$ cat config.mk
export PLATFORM = sky130hd
export DESIGN_NAME = clk_counter
export DESIGN_NICKNAME = d
export VERILOG_FILES = /design/src/rtl/clk_counter_pkg.sv /design/src/rtl/clk_counter_clk_toggle.sv /design/src/rtl/clk_counter.sv
export SDC_FILE = /design/constraint.sdc
export NUM_CORES = 1
export LEC_CHECK = 0
export ABC_CLOCK_PERIOD_IN_PS = 1800
export CORE_MARGIN = 5
export CORE_UTILIZATION = 30
export CTS_BUF_LIST = sky130_fd_sc_hd__clkbuf_2
export DETAILED_ROUTE_END_ITERATION = 8
export GPL_TIMING_DRIVEN = 0
export PLACE_DENSITY = 0.61
export SYNTH_ARGS = -nofsm -noshare
export SYNTH_HDL_FRONTEND = slang
export SYNTH_SLANG_ARGS = --single-unit
$ cat constraint.sdc
create_clock -name clk -period 1.8 [get_ports clk]
set_clock_uncertainty 0.15 [all_clocks]
set_input_delay 0.27 -clock clk [delete_from_list [all_inputs] [get_ports clk]]
set_output_delay 0.27 -clock clk [all_outputs]
set_load 0.03 [all_outputs]
$ cat src/rtl/clk_counter_pkg.sv
// clk_counter_pkg
// Shared constants for the clock-divide counter block.
//   DEFAULT_WIDTH : default width of the general-purpose up-counter.
//   MIN_WIDTH / MAX_WIDTH : supported range for the counter width.
package clk_counter_pkg;

  localparam int unsigned DEFAULT_WIDTH = 32'd8;
  localparam int unsigned MIN_WIDTH     = 32'd2;
  localparam int unsigned MAX_WIDTH     = 32'd32;

endpackage : clk_counter_pkg

$ cat src/rtl/clk_counter_clk_toggle.sv
// clk_toggle
// Single divide-by-2 stage: a toggle flop that inverts on every rising clk
// edge. It is cleared asynchronously, so the first edge after reset release
// drives the output high. Stages can be chained for further division.
// Ports:
//   clk   in  : input clock
//   rst_n in  : asynchronous active-low reset
//   q     out : clk / 2, 50% duty, straight from the flop
module clk_toggle (
  input  logic clk,
  input  logic rst_n,
  output logic q
);

  logic q_q;
  logic q_d;

  // Next state is always the inverse of the current state.
  always_comb begin
    q_d = ~q_q;
  end

  // Toggle register with asynchronous clear.
  always_ff @(posedge clk or negedge rst_n) begin
    if (!rst_n) begin
      q_q <= 1'b0;
    end else begin
      q_q <= q_d;
    end
  end

  assign q = q_q;

endmodule : clk_toggle

$ cat src/rtl/clk_counter.sv
// clk_counter
// Free-running clock divider plus general-purpose up-counter.
// Ports:
//   clk   in         : system clock, all state changes on its rising edge
//   rst_n in         : asynchronous active-low reset (release must be
//                      synchronised to clk externally)
//   en    in         : count enable (does not affect clk2)
//   clr   in         : synchronous clear of count (does not affect clk2)
//   clk2  out        : clk / 2, 50% duty, registered
//   count out [W-1:0]: current counter value, registered
//   wrap  out        : one-cycle pulse in the cycle count reads 0 after
//                      incrementing from all-ones
// WIDTH is supported from MIN_WIDTH to MAX_WIDTH (see package).
module clk_counter
  import clk_counter_pkg::*;
#(
  parameter int unsigned WIDTH = DEFAULT_WIDTH
) (
  input  logic             clk,
  input  logic             rst_n,
  input  logic             en,
  input  logic             clr,
  output logic             clk2,
  output logic [WIDTH-1:0] count,
  output logic             wrap
);

  localparam logic [WIDTH-1:0] ALL_ONES = {WIDTH{1'b1}};
  localparam logic [WIDTH-1:0] ZERO     = {WIDTH{1'b0}};
  localparam logic [WIDTH-1:0] ONE      = {{(WIDTH-1){1'b0}}, 1'b1};

  logic [WIDTH-1:0] count_q;
  logic [WIDTH-1:0] count_d;
  logic             wrap_q;
  logic             wrap_d;

  // Divide-by-2 output; independent of en and clr.
  clk_toggle u_clk_toggle (
    .clk   (clk),
    .rst_n (rst_n),
    .q     (clk2)
  );

  // Counter next state: clear beats enable; wrap only on a real rollover.
  always_comb begin
    count_d = count_q;
    wrap_d  = 1'b0;
    if (clr) begin
      count_d = ZERO;
      wrap_d  = 1'b0;
    end else if (en) begin
      count_d = count_q + ONE;
      wrap_d  = (count_q == ALL_ONES);
    end else begin
      count_d = count_q;
      wrap_d  = 1'b0;
    end
  end

  // Count and wrap registers with asynchronous clear.
  always_ff @(posedge clk or negedge rst_n) begin
    if (!rst_n) begin
      count_q <= ZERO;
      wrap_q  <= 1'b0;
    end else begin
      count_q <= count_d;
      wrap_q  <= wrap_d;
    end
  end

  assign count = count_q;
  assign wrap  = wrap_q;

endmodule : clk_counter

## Yosys cells after proc, flatten, opt, wreduce, memory -nomap -nowiden

Index checks and enable logic that the tools add are counted.

| word-level totals | value |
|---|---|
| output and inout bits | 10 |
| bits of input ports | 4 |
| flip-flop bits (word level) | 10 |

| cells by class | value |
|---|---|
| equal/unequal tests | 1 |
| bitwise gates (word level) | 1 |
| multiplexer cells | 4 |
| $add $sub $neg | 1 |
| reduce and logical (&&, ||, !) cells | 1 |

Operator list:

| cell | number |
|---|---|
| two-way mux 8 bit | 2 |
| adder 8 x 1 -> 8 bit, second input constant | 1 |
| equality test 8 bit, second input constant | 1 |
| two-way mux 1 bit | 2 |
| nonzero test 2 bit | 1 |
| NOT 1 bit | 1 |

## Longest topological paths before layout

| logic depth | value |
|---|---|
| word-level depth | 3 |
| depth in mapped cells | 4 |

## Cells and area by module

A second synthesis with hierarchy kept.

| second synthesis, totals | value |
|---|---|
| cells, all modules | 42 |
| area, all modules | 457.9 um^2 |

By module, submodules not included:

| module | instances | cells an instance | seq. area each (um^2) | area an instance (um^2) |
|---|---|---|---|---|
| clk_counter | 1 | 40 | 225.2 | 429.2 |
| clk_toggle | 1 | 2 | 25.0 | 28.8 |

## Worst setup path after synthesis

No wires, ideal clock.

| timing | value |
|---|---|
| path kind | register to register |
| from | register count_q[0] (netlist: count[0]) |
| to | register count_q[6] (netlist: count[6]) |
| required time | 1572 ps |
| library setup time | 78 ps |
| cell stages (with the launch flop) | 5 |
| buffers on the path | 0 |
| arrival | 1365 ps |
| setup slack | 207 ps |
| period minus slack after synthesis | 1593 ps |
| path through | dfrtp_1 ha_1 nand3_1 or3_1 a21oi_1 |

| between the ends | value |
|---|---|
| longest elaborated chain between the ends | 3 |

RTL lines:

| element | line | source |
|---|---|---|
| start: declaration | clk_counter.sv:32 | `logic [WIDTH-1:0] count_q;` |
| start signal: assignment | clk_counter.sv:66 | `count_q <= count_d;` |
| adder 8 x 1 -> 8 bit | clk_counter.sv:52 | `count_d = count_q + ONE;` |
| two-way mux 8 bit | clk_counter.sv:51 | `end else if (en) begin` |
| two-way mux 8 bit | clk_counter.sv:48 | `if (clr) begin` |

Every way passes these cells. The select of a mux whose other input is x is not followed.
A chain may end at the register's enable or synchronous reset.

## Worst setup path in the final report

| timing | value |
|---|---|
| from | register u_clk_toggle.q_q (netlist: u_clk_toggle.q) |
| to | output port clk2 |

RTL lines:

| element | line | source |
|---|---|---|
| start: declaration | clk_counter_clk_toggle.sv:15 | `logic q_q;` |
| start signal: assignment | clk_counter_clk_toggle.sv:28 | `q_q <= q_d;` |
| end: declaration | clk_counter.sv:23 | `output logic clk2,` |

No word-level cell between the ends.

==> run summary <==
The run finished with clean final reports. On the critical path the largest part of the delay comes from buffers and inverters. Setup violations remaining at the end of the flow were counted as 0. The sequential element share of the synthesized area came out at 54.6%. The buffer count from post-CTS setup fixing is 0. The vertical die dimension came out at slightly below 50 um.

The number of diodes is 0. The average footprint of a synthesized cell is between 10 and 15 um^2. TritonCTS built the clock tree. In this run, post-CTS hold repair placed 0 buffers. The global-route wire length before repair is 1460 um. STA classifies the critical path endpoint as an output pin. Yosys printed 0 warnings. The worst hold-check path type is input pin to async pin. The max-slew violation total from the final report is 0. Counting every instance in the synthesized netlist gives 42. The clock buffer count from CTS came out at 3.

The number of nets in the synthesized netlist is 47. The number of DRC markers in iteration 0 is 5. The total wire length came out at between 800 and 900 um. The die covers 2410 um^2. The total core area came out at approximately 1500 um^2.

The area of the mapped netlist is ~460 um^2. The tool flagged a number of max-cap violations equal to 0. The maximum number of pins on one net before global-route repair is 11. The clock network latency to the later pin of the worst-skew pair came out at 0.26 ns. In this run the tool buffered the top-level ports with 11 buffer cells. Clock tree synthesis selected as its root buffer the cell sky130_fd_sc_hd__clkbuf_2. The length of the first detailed-routing pass in iterations is 2.

The slowest library cell on the worst path is sky130_fd_sc_hd__clkdlybuf4s50_1. The sum of buffers and inverters on the critical path is 1. STA classifies the critical path startpoint as a flip-flop. The count of boundary I/O pins is 14. The floorplan has 14 rows.

The DRC violations left came out at 0. The cell area power density is 660 nW/um^2. The switching power total came out at 110 uW. The critical path goes through clkdlybuf4s50_1. The part of the total power dissipated in combinational logic is 10.2%.

The internal power of the cells totals slightly below 300 uW. The routed length per placed instance came out at 12.3 um. The detailed-route via count came out at 359. The number of H-tree levels is 1. The maximum vdd drop came out at 0.000372 V. The overall fraction of global-route tracks in use came out at 8.01%.

The initial core utilization came out at 31.1%. The part of the total power dissipated in the clock network is 30.4%. The largest fanout of any net on the critical path came out at 2.

The shortest clock period the worst path allows after layout is 1.69 ns. The count of distinct cell types in the synthesized netlist came out at 18. The largest single stage delay on the critical path is 0.68 ns. The placed wire-length estimate after detailed placement came out at 631 um. The transition time of the tightest slew-check pin came out at 0.445 ns.

The ratio of routed vias to standard cells came out at 4.99. The critical path in this run is classified as flip-flop to output pin. The flop and latch count out of synthesis is 10. The placer congestion estimate came out at ~0.70. Once detail routing completed, the nets flagged for antenna violations numbered 0.

Of the cells placed in the final design, the portion with a size suffix greater than 1 is 10.7%. The switching part of the total power is between 20% and 30%. Setup repair after global routing left no endpoint under its margin. The leakage power came out at 0.347 nW. The post-layout total power came out at ~400 uW. The final hold violation count is 0.

The number of antenna violations at the first check in global routing was 0. The number of clock sinks is 10. Data on the critical path arrives at its endpoint at 1.27 ns. The aggregate global routing overflow came out at 0. The area growth from synthesis to final layout is 32.0%. The critical path required time came out at 1.38 ns. The share of total power in sequential cells is 59.4%.

The clock-pin slew on the worst setup and hold paths came out at approximately 0.11 ns. The via count of the first global-routing pass came to 321. In the layout the commonest cells are 10 x sky130_fd_sc_hd__dfrtp_1, 5 x sky130_fd_sc_hd__nor2_1, 5 x sky130_fd_sc_hd__dlygate4sd2_1.

The library cell used most frequently in the layout, excluding fill and tap cells, is sky130_fd_sc_hd__dfrtp_1. The share of the clock period used by the worst path came out at about 94%. The maximum clock frequency came out at slightly below 600 MHz.

The width of the die is ~49 um. The maximum root-to-sink buffer count came out at 2. The worst slew margin relative to its limit came out at 70.3%. The final layout net count is 63. The accumulated negative setup slack is 0 ns.
cell type report:
cell class	count	area (um^2)
fill	162	867
sequential	10	250
multi-input combinational	28	189
timing repair buffer	11	111
tap	16	20.0
clock buffer	3	15.0
buffer	2	11.3
inverter	2	7.51
metal layers:
metal | share of wire [%] | vias to the layer above | global-route usage (%)
li1 | - | 175 | -
met1 | 47 | 170 | 9.47
met2 | 43 | 14 | 10.9
met3 | 11 | 0 | 7.03
met4 | 0 | 0 | 1.35
met5 | 0 | - | 0
path summary, 6_finish.rpt:
kind	depth (start not counted)	end	startpoint	slack, ns
min in group clk	3	count[0]$_DFFE_PN0P_	en	0.19
min reg2reg	1	u_clk_toggle.q$_DFF_PN0_	u_clk_toggle.q$_DFF_PN0_	0.28
min	1	count[7]$_DFFE_PN0P_	rst_n	0.16
max reg2reg	4	count[6]$_DFFE_PN0P_	count[0]$_DFFE_PN0P_	0.36
max in group asynchronous	1	count[5]$_DFFE_PN0P_	rst_n	1.01
max	1	clk2	u_clk_toggle.q$_DFF_PN0_	0.11
repair_timing:
action	4_1_cts	5_1_grt
resized for setup	5	3
hold endpoints to repair	0	0
setup endpoints to repair	5	3
state kept, by name, summed over array words and instances, names as in the netlist:
name            count
count               8
u_clk_toggle.q      1
wrap                1
cell usage after synthesis (all sizes together):
master,count,share of area (%)
xor2,3,5.7
or3,3,4.1
nor2,5,4.1
nor4,1,1.4
ha,1,2.7
buf,1,1.6
mux2i,1,2.2
xnor2,1,1.9
dfrtp,10,55
nand4,3,8.7
a21oi,3,3.3
o21ai,3,3.3
nand2,2,1.6
inv,2,1.6
nand3,2,2.2
clkbuf,1,0.82
through the flow:
stage | util (%) | std cells | setup WS, ns | cell area, um^2 | hold slack, ns
final | 41.1 | 72 | 0.105 | 604 | 0.158
after global routing | 41.1 | 72 | 0.00951 | 604 | 0.171
after CTS | 40.6 | 72 | 0.0129 | 597 | 0.178
after detailed placement | 40.0 | 69 | 0.226 | 588 | 0.264
after global placement | 40.0 | 69 | 0.230 | 588 | 0.259
after floorplan | - | 42 | 0.207 | 458 | -0.176
kinds of logic (layout without fill, tap and decap cells):
kind of cell    after synthesis  count (layout)  synth area share (%)
simple gates                 16              16                  22.1
flops                        10              10                  54.6
compound gates                6               6                  6.56
xor+xnor                      4               4                  7.65
buf+inv                       4              18                  4.10
fa+ha+maj                     1               1                  2.73
mux                           1               1                  2.19
power by group through the flow:
| stage | clock network (mW) | registers (mW) | logic [mW] |
|---|---|---|---|
| after global placement | 0 | 0.241 | 0.0444 |
| after global routing | 0.141 | 0.238 | 0.0443 |
| after detailed placement | 0 | 0.241 | 0.0447 |
| after floorplan | 0 | 0.250 | 0.0162 |
| final | 0.121 | 0.237 | 0.0406 |
| after CTS | 0.124 | 0.237 | 0.0418 |
No activity file was read; power rests on OpenSTA's default activity.
